File: config.mk
export PLATFORM = sky130hd
export DESIGN_NAME = atm_multi_core
export DESIGN_NICKNAME = d
export VERILOG_FILES = /design/src/rtl/atm_multi_core.sv
export SDC_FILE = /design/constraint.sdc
export NUM_CORES = 1
export LEC_CHECK = 0
export ABC_CLOCK_PERIOD_IN_PS = 3400
export BUFFER_PORTS_ARGS = -buffer_cell sky130_fd_sc_hd__buf_2
export CAP_MARGIN = 20
export CELL_PAD_IN_SITES_DETAIL_PLACEMENT = 1
export CELL_PAD_IN_SITES_GLOBAL_PLACEMENT = 1
export CORE_ASPECT_RATIO = 1.4
export CORE_MARGIN = 10
export CORE_UTILIZATION = 35
export CTS_BUF_LIST = sky130_fd_sc_hd__clkbuf_4 sky130_fd_sc_hd__clkbuf_8
export CTS_CLUSTER_SIZE = 30
export DETAILED_ROUTE_END_ITERATION = 6
export PLACE_DENSITY = 0.69
export SLEW_MARGIN = 10
export SYNTH_ARGS = -nofsm -noshare
export SYNTH_HDL_FRONTEND = slang
export SYNTH_SLANG_ARGS = --single-unit
export TNS_END_PERCENT = 10
File: constraint.sdc
create_clock -name clk -period 3.4 [get_ports clk]
set_input_delay 0.68 -clock clk [delete_from_list [all_inputs] [get_ports clk]]
set_output_delay 0.68 -clock clk [all_outputs]
set_load 0.005 [all_outputs]
File: src/rtl/atm_multi_core.sv
// -----------------------------------------------------------------------------
// atm_multi_core
//   Multi-account ATM controller. It serves NUM_ACCT accounts of BAL_W-bit
//   balances and adds PIN authentication with per-account lockout. The confirm
//   button is synchronised and edge-detected. The core also provides an
//   inactivity timeout, abort on card removal and a timed buzzer pulse.
//
//   Optional feature: define ATM_SESSION_LIMIT_EN to add a per-session
//   withdrawal limit (parameter WD_LIMIT).
//
// Ports
//   clk          in   system clock
//   rst          in   synchronous, active-low reset
//   card_present in   card inserted (level)
//   card_id      in   account selected by the inserted card
//   pin_input    in   PIN switches
//   menu_input   in   one-hot menu selection (000 = log out)
//   confirm_btn  in   raw asynchronous confirm button
//   amount       in   deposit / withdraw amount
//   balance      out  balance of the session account, 0 when not authenticated
//   leds         out  [7:0] one-hot state, [9:8] tries, [10] authed
//   seg_value    out  state code for the 7-segment display
//   beep         out  buzzer
//   acct_locked  out  lock flag of the account addressed by card_id
// -----------------------------------------------------------------------------
module atm_multi_core #(
  parameter int BAL_W       = 8,
  parameter int ACCT_IDX_W  = 2,
  parameter int PIN_W       = 4,
  parameter int PIN_BASE    = 5,
  parameter int INIT_BAL    = 100,
  parameter int MAX_TRIES   = 3,
  parameter int TIMEOUT_CYC = 1000,
  parameter int BEEP_CYC    = 50
`ifdef ATM_SESSION_LIMIT_EN
  ,
  parameter int WD_LIMIT    = 200
`endif
) (
  input  logic                  clk,
  input  logic                  rst,
  input  logic                  card_present,
  input  logic [ACCT_IDX_W-1:0] card_id,
  input  logic [PIN_W-1:0]      pin_input,
  input  logic [2:0]            menu_input,
  input  logic                  confirm_btn,
  input  logic [BAL_W-1:0]      amount,
  output logic [BAL_W-1:0]      balance,
  output logic [10:0]           leds,
  output logic [3:0]            seg_value,
  output logic                  beep,
  output logic                  acct_locked
);

  localparam int NUM_ACCT = 2**ACCT_IDX_W;
  localparam int TMO_W    = $clog2(TIMEOUT_CYC + 1);
  localparam int BEEP_W   = $clog2(BEEP_CYC + 1);

  typedef enum logic [2:0] {
    S_IDLE     = 3'd0,
    S_PIN      = 3'd1,
    S_MENU     = 3'd2,
    S_DEPOSIT  = 3'd3,
    S_WITHDRAW = 3'd4,
    S_SHOW_BAL = 3'd5,
    S_DONE     = 3'd6,
    S_ERROR    = 3'd7
  } state_t;

  state_t                  state, state_n;
  logic [ACCT_IDX_W-1:0]   acct, acct_n;
  logic                    authed, authed_n;
  logic [1:0]              tries, tries_n;
  logic [BAL_W-1:0]        bal_q [NUM_ACCT];
  logic [NUM_ACCT-1:0]     lock_q;
  logic [TMO_W-1:0]        tmo_q;
  logic [BEEP_W-1:0]       beep_cnt;
  logic [2:0]              sync_q;

  logic                    evt, tmo_hit;
  logic                    bal_we, lock_set, beep_load;
  logic [BAL_W-1:0]        bal_cur, bal_wd;
  logic [BAL_W:0]          dep_sum;
  logic [PIN_W-1:0]        pin_exp;
  logic [1:0]              tries_inc;
  logic                    limit_hit;
`ifdef ATM_SESSION_LIMIT_EN
  logic [BAL_W:0]          wd_sum;
  logic [BAL_W+1:0]        wd_total;
  logic                    wd_add;
`endif

  // sync_q[0..1] resolve metastability, sync_q[2] is the delay flop for the
  // rising-edge detect, so a held button produces exactly one event.
  assign evt       = sync_q[1] & ~sync_q[2];
  assign tmo_hit   = (tmo_q == TMO_W'(TIMEOUT_CYC - 1));
  assign bal_cur   = bal_q[acct];
  assign dep_sum   = {1'b0, bal_cur} + {1'b0, amount};
  assign pin_exp   = PIN_W'(PIN_BASE) + PIN_W'(acct);
  assign tries_inc = tries + 2'd1;

`ifdef ATM_SESSION_LIMIT_EN
  assign wd_total  = {1'b0, wd_sum} + {2'b00, amount};
  assign limit_hit = (wd_total > (BAL_W+2)'(WD_LIMIT));
`else
  assign limit_hit = 1'b0;
`endif

  // NOTE: every signal driven here gets a default before any branch, so no
  // path can leave one unassigned and infer a latch.
  always_comb begin
    state_n   = state;
    acct_n    = acct;
    authed_n  = authed;
    tries_n   = tries;
    bal_we    = 1'b0;
    bal_wd    = bal_cur;
    lock_set  = 1'b0;
    beep_load = 1'b0;
`ifdef ATM_SESSION_LIMIT_EN
    wd_add    = 1'b0;
`endif

    if (state != S_IDLE && (!card_present || tmo_hit)) begin
      // Card removal and timeout both abort the session and drop any
      // pending transaction; removal is tested first by construction.
      state_n  = S_IDLE;
      authed_n = 1'b0;
      tries_n  = '0;
    end else begin
      case (state)
        S_IDLE: begin
          if (card_present && !lock_q[card_id]) begin
            acct_n  = card_id;
            state_n = S_PIN;
          end
        end
        S_PIN: begin
          if (evt) begin
            if (pin_input == pin_exp) begin
              tries_n  = '0;
              authed_n = 1'b1;
              state_n  = S_MENU;
            end else if (tries_inc == 2'(MAX_TRIES)) begin
              lock_set  = 1'b1;
              tries_n   = '0;
              authed_n  = 1'b0;
              state_n   = S_ERROR;
              beep_load = 1'b1;
            end else begin
              tries_n   = tries_inc;
              beep_load = 1'b1;
            end
          end
        end
        S_MENU: begin
          if (evt) begin
            case (menu_input)
              3'b001:  state_n = S_DEPOSIT;
              3'b010:  state_n = S_WITHDRAW;
              3'b100:  state_n = S_SHOW_BAL;
              3'b000: begin
                state_n  = S_IDLE;
                authed_n = 1'b0;
              end
              default: beep_load = 1'b1;
            endcase
          end
        end
        S_DEPOSIT: begin
          if (evt) begin
            beep_load = 1'b1;
            if (dep_sum[BAL_W]) begin
              state_n = S_ERROR;
            end else begin
              bal_we  = 1'b1;
              bal_wd  = dep_sum[BAL_W-1:0];
              state_n = S_DONE;
            end
          end
        end
        S_WITHDRAW: begin
          if (evt) begin
            beep_load = 1'b1;
            if (amount > bal_cur || limit_hit) begin
              state_n = S_ERROR;
            end else begin
              bal_we  = 1'b1;
              bal_wd  = bal_cur - amount;
              state_n = S_DONE;
`ifdef ATM_SESSION_LIMIT_EN
              wd_add  = 1'b1;
`endif
            end
          end
        end
        S_SHOW_BAL, S_DONE, S_ERROR: begin
          if (evt) state_n = authed ? S_MENU : S_IDLE;
        end
        default: state_n = S_IDLE;
      endcase
    end
  end

  // NOTE: sequential state uses non-blocking assignments only, so every flop
  // samples pre-edge values regardless of statement order.
  always_ff @(posedge clk) begin
    if (!rst) begin
      state    <= S_IDLE;
      acct     <= '0;
      authed   <= 1'b0;
      tries    <= '0;
      lock_q   <= '0;
      tmo_q    <= '0;
      beep_cnt <= '0;
      sync_q   <= '0;
      // NOTE: the balance array is architectural state with a defined
      // post-reset value, so it is reset like any other register here.
      for (int i = 0; i < NUM_ACCT; i++) bal_q[i] <= BAL_W'(INIT_BAL);
`ifdef ATM_SESSION_LIMIT_EN
      wd_sum   <= '0;
`endif
    end else begin
      state  <= state_n;
      acct   <= acct_n;
      authed <= authed_n;
      tries  <= tries_n;
      sync_q <= {sync_q[1:0], confirm_btn};

      if (bal_we)   bal_q[acct]  <= bal_wd;
      if (lock_set) lock_q[acct] <= 1'b1;

      if (state == S_IDLE || evt || tmo_hit) tmo_q <= '0;
      else                                   tmo_q <= tmo_q + 1'b1;

      if (beep_load)          beep_cnt <= BEEP_W'(BEEP_CYC);
      else if (beep_cnt != 0) beep_cnt <= beep_cnt - 1'b1;

`ifdef ATM_SESSION_LIMIT_EN
      if (state == S_IDLE) wd_sum <= '0;
      else if (wd_add)     wd_sum <= wd_sum + {1'b0, amount};
`endif
    end
  end

  assign balance     = authed ? bal_cur : '0;
  assign leds        = {authed, tries, 8'b1 << state};
  assign seg_value   = {1'b0, state};
  assign beep        = (beep_cnt != 0);
  assign acct_locked = lock_q[card_id];

endmodule

# Yosys cells after proc, flatten, opt, wreduce, memory -nomap -nowiden

Memories as Yosys holds them, arrays and structs flattened. A register that Yosys moved wholly into a read port is not among the register bits.
Cells that the tools add are included.
Widths: inputs -> output; s select.

$add $sub $neg: 6
$mul: 0
Divide/modulo/power cells: 0
Order comparisons: 4
Equal/unequal tests: 22
Shift operators: 1
Mux-type cells: 61
Bitwise operators: 5
Reduce and logical (&&, ||, !) cells: 25

Operators by type and width:

| cell                  | count |
|---|---|
| $mux 8                | 7 |
| $mux 1                | 30 |
| $mux 3                | 8 |
| $pmux 3 s6            | 1 |
| $pmux 8 s2            | 1 |
| $eq 3x3->1 const B    | 5 |
| $ne 2x2->1 const B    | 7 |
| $mux 2                | 6 |
| $mux 6                | 2 |
| $pmux 3 s4            | 1 |
| $add 10x1->10 const B | 1 |
| $eq 10x10->1 const B  | 1 |
| $add 8x8->9           | 1 |
| $eq 3x2->1 const B    | 3 |
| $gt 8x8->1            | 1 |
| $reduce_and 8->1      | 1 |
| $reduce_or 2->1       | 4 |
| $reduce_or 8->1       | 1 |
| $shl 1x3->8 const A   | 1 |
| $sub 8x8->8           | 1 |
| $eq 3x1->1 const B    | 2 |
| $logic_not 3->1       | 2 |
| $lt 2x3->1 const B    | 2 |
| $reduce_bool 6->1     | 1 |
| 25 further kinds      | 34 |

Register bits: 31
Latch bits: 0
Memory bits (writable): 32
Bits in read-only memories: 0
Input bits: 21
Output and inout bits: 25
Word-level logic and storage cells: 134
Memories kept: 1

Memory list:

| memory | words | width | read ports | clocked after memory_dff | write ports | line | RTL |
|---|---|---|---|---|---|---|---|
| bal_q  | 4     | 8     | 1          | 1                        | 4           | 74   | `logic [BAL_W-1:0] bal_q [NUM_ACCT];` |

# Longest topological paths before layout

Depth in word-level cells: 10
Depth in mapped cells: 12
Gate-level depth less buffers: 10

# Worst setup path before layout

OpenSTA, ideal clock, no wires.

Path kind: register to register
Start: register (tool-made name)
End: memory bal_q[0][0], enable pin
Setup time: 0.387 ns
Data arrival time: 3.179 ns
Required time: 3.013 ns
Path slack: -0.166 ns
Stages on the path, launching flop included: 11
Buffers on the path: 2
Period minus slack after synthesis: 3.566 ns
Cells stage by stage: dfxtp_1 buf_2 mux4_2 ha_1 buf_4 nand2b_1 a211oi_4 o311ai_2 a31oi_4 nand2_1 o31ai_1

RTL lines:

| element       | line |
|---|---|
| end, declared | 74 |

==> reports/results.tsv <==
stage	metric	value	unit
run_status	status	finished, violations left	
run_status	violations	negative setup slack	
logic_synthesis	synthArstFlopShare	0	%
cts	hold_buffers	0	
global_route	grt_max_degree	15	
place	gp_congestion	0.927	
layout	fin_util	44.2	%
global_route	grt.overflow.total	0	
sta	fmax	0.294	GHz
min_path	hold_depth	1	
logic_synthesis	netlist_instances	441	
die	io_pins	46	
global_route	grt_util_all_layers	15.2	%
layout	nNetsFinal	572	
sta	finalSetupViolCount	1	
detailed_routing	post_drt_wl_per_cell	19.6	um
place	dp.cells	652	
sta	slew_headroom	60.8	%
worst_setup_path	crit_path_start_kind	flop	
logic_synthesis	syn_nets	489	
detailed_routing	drc	0	
layout	register_area	1620	um2
layout	n_fill_cell	1422	
detailed_routing	drtIter0Drc	144	
global_route	grt_pass1_wl	21000	um
global_route	grt_pass1_vias	4055	
worst_setup_path	worstSetupPathType	flop to flop	
die	dieArea	17300	um2
logic_synthesis	ys_warn_count	0	
detailed_routing	viasPerCell	5.53	
cts	root_buffer	clkbuf_8	
run	maxCapViolations	0	
logic_synthesis	synthesis.area	4330	um2
cts	cts_tree	built	
sta	hold_viol_final	0	
cts	numCtsBuffers	9	
worst_setup_path	r2r_end	bal_q[0][7]	
worst_setup_path	r2r_setup_slack	-0.00006	ns
worst_setup_path	reg2reg_depth	11	
cts	htreeDepth	3	
layout	drive_above_1_share	31.4	%
place	hpwl	10400	um
min_path	hold_class	flop to flop	
layout	syn2layout_area_growth	24.6	%
sta	fin_crit	3.40	ns
die	die_width	114	um
worst_setup_path	end_kind	flop	
sta	drv_slew	0	
min_path	hp-start	sync_q[0]	
logic_synthesis	synth_edf_count	32	
die	rows	48	
logic_synthesis	synth.avg_cell_area	9.81	um2
die	start_util	35.5	%
logic_synthesis	yosysSeqAreaShare	37.5	%
detailed_routing	finalWirelength	13300	um
die	coreArea	12200	um2
worst_setup_path	required	3.54	ns
sta	rsz0062_at_grt	true	
power	ir_drop	346	uV
worst_setup_path	worstPathMaxFanout	8	
detailed_routing	vias	3752	
sta	clock_skew	0.0123	ns
logic_synthesis	synth_cell_types	76	
global_route	antenna_found_initial	0	
detailed_routing	dr.pass1.iters	4	
cts	worstSkewPairLatency	0.34	ns
layout	multi_input_area	2670	um2
sta	fin_ws	-0.0000648	ns
cts	clock-sinks	65	
min_path	whs_endpoint	sync_q[1]	
die	die_h	152	um
place	port_buffers	44	
sta	fin_crit_sh	100	%
detailed_routing	ant_nets	0	
power	p_leak	2.06	nW
cts	cts.clk_slew.worst_paths	0.07	ns
sta	worstMarginPinSlew	0.587	ns
layout	antennaDiodeCount	0	
power	powerDensity	517	nW/um2
logic_synthesis	ys.flop_type	dfxtp_1	
worst_setup_path	cp_data_arrival_time	3.54	ns
layout	fin_cells	679	
cts	clock_path_buffers	2	
logic_synthesis	ys_ff_latch	65	
==> final cells by class <==
type	count	area share (%)
flip-flops and latches	65	30.1
well taps	150	3.48
clock buffers	14	3.34
repair buffers	92	11.1
multi-input cells	329	49.5
inverters	27	1.88
clock inverters	2	0.650
==> cells in the final DEF, fill, tap and decap left out, types with 5 or more instances in the layout <==
cell	instances
nor3b_1	6
edfxtp_1	32
xnor2_1	12
nor2_1	51
o211ai_1	6
buf_4	46
dfxtp_1	32
nor2b_1	5
buf_2	44
a21oi_1	20
nor3_1	17
a211oi_1	5
xor2_1	6
mux2i_1	8
or3_1	7
and2_1	11
nand3_1	12
clkbuf_8	12
nand2_1	19
inv_1	24
nand2b_1	6
mux4_2	9
nor4_1	5
ha_1	23
==> where the power goes <==
group          switching (mW)  internal, mW
clock network           0.277         0.414
registers              0.0947         0.892
logic                   0.650         0.458
==> flip-flops by register name, summed over array words and instances, names as in the netlist, named ones only <==
signal and cells:
acct 2, authed 1, bal_q 32, beep_cnt 6
lock_q 4, state 3, sync_q 3, tmo_q 10
tries 2
==> cells by family after synthesis <==
logic type	after synthesis	synth area share, %
AOI/OAI and AO/OA	87	16.4
xor gates and xnor gates	18	3.64
adders and majority gates	27	8.16
buffers and inverters	48	4.86
DFF	65	37.5
muxes	18	6.80
other	1	0.0867
and+or+nand+nor	177	22.6
==> layer usage <==
metal | global-route usage [%] | wire length [um]
met1 | 16.0 | 5140
met2 | 28.2 | 7230
met3 | 2.52 | 407
met4 | 8.17 | 523
met5 | 0 | 0
==> cells in the mapped netlist, drive strengths merged (3+ instances only) <==
| cell | n | area [um2] |
|---|---|---|
| mux4 | 9 | 203 |
| nor4b | 3 | 38.8 |
| nand3 | 13 | 77.6 |
| a211o | 3 | 26.3 |
| and2 | 11 | 68.8 |
| or3 | 7 | 43.8 |
| o21bai | 4 | 30.0 |
| nand3b | 3 | 35.0 |
| nand2b | 7 | 43.8 |
| o211ai | 7 | 57.6 |
| o31ai | 5 | 42.5 |
| a21oi | 21 | 105 |
| dfxtp | 33 | 661 |
| a211oi | 6 | 57.6 |
| nand2 | 20 | 75.1 |
| a21o | 3 | 22.5 |
| nor2b | 5 | 31.3 |
| ha | 25 | 313 |
| xor2 | 6 | 52.6 |
| inv | 25 | 93.8 |
| nor4 | 8 | 50.1 |
| o21ai | 6 | 30.0 |
| nand4 | 4 | 25.0 |
| mux2i | 8 | 80.1 |
| or2 | 3 | 18.8 |
| nor3b | 7 | 57.6 |
| nor3 | 20 | 105 |
| or4 | 4 | 30.0 |
| clkbuf | 9 | 33.8 |
| and3 | 3 | 18.8 |
| xnor2 | 12 | 105 |
| o21a | 5 | 37.5 |
| nor2 | 53 | 204 |
| a31oi | 5 | 46.3 |
| buf | 12 | 75.1 |
| edfxtp | 32 | 961 |
==> critical path, cell delays in order (launching register included) <==
cell       delay [ns]
dfxtp_2          0.34
buf_12           0.13
mux4_2           0.53
ha_2             0.46
nor3_2           0.10
o311ai_4         0.42
nand4_1          0.21
buf_4            0.22
nor4b_4          0.31
buf_4            0.17
a2111oi_4        0.05
nor4_1           0.28
==> what timing repair did <==
item,4_1_cts,5_1_grt
pin swaps,0,10
gates resized for setup,3,32
cloned,0,1
setup buffers,0,10
endpoints found under the setup margin,35,58
==> worst max-delay path by stage <==
| stage | start | endpoint | slack, ns |
|---|---|---|---|
| global placement | flop | bal_q[2][6] | 0.03 |
| detailed placement | flop | bal_q[0][5] | -0.1 |
| CTS | flop | bal_q[0][6] | -0.05 |
| finish | flop | bal_q[0][7] | -0.00006 |
| global route | flop | bal_q[0][7] | -0.20 |
| floorplan | flop | bal_q[0][0] | -0.17 |
==> stage by stage <==
stage	setup WS [ns]	TNS [ns]	hold WS (ns)	power [mW]	cell area (um2)
after floorplan	-0.166	-4.38	0.412	1.70	4330
after global placement	0.0335	0	0.422	2.01	4920
after detailed placement	-0.0982	-0.670	0.424	2.05	4920
after CTS	-0.0545	-0.897	0.444	2.75	5150
after global routing	-0.197	-2.52	0.473	2.98	5390
final	-0.0000648	-0.0000648	0.439	2.79	5390
No activity file was read; power rests on OpenSTA's default activity.
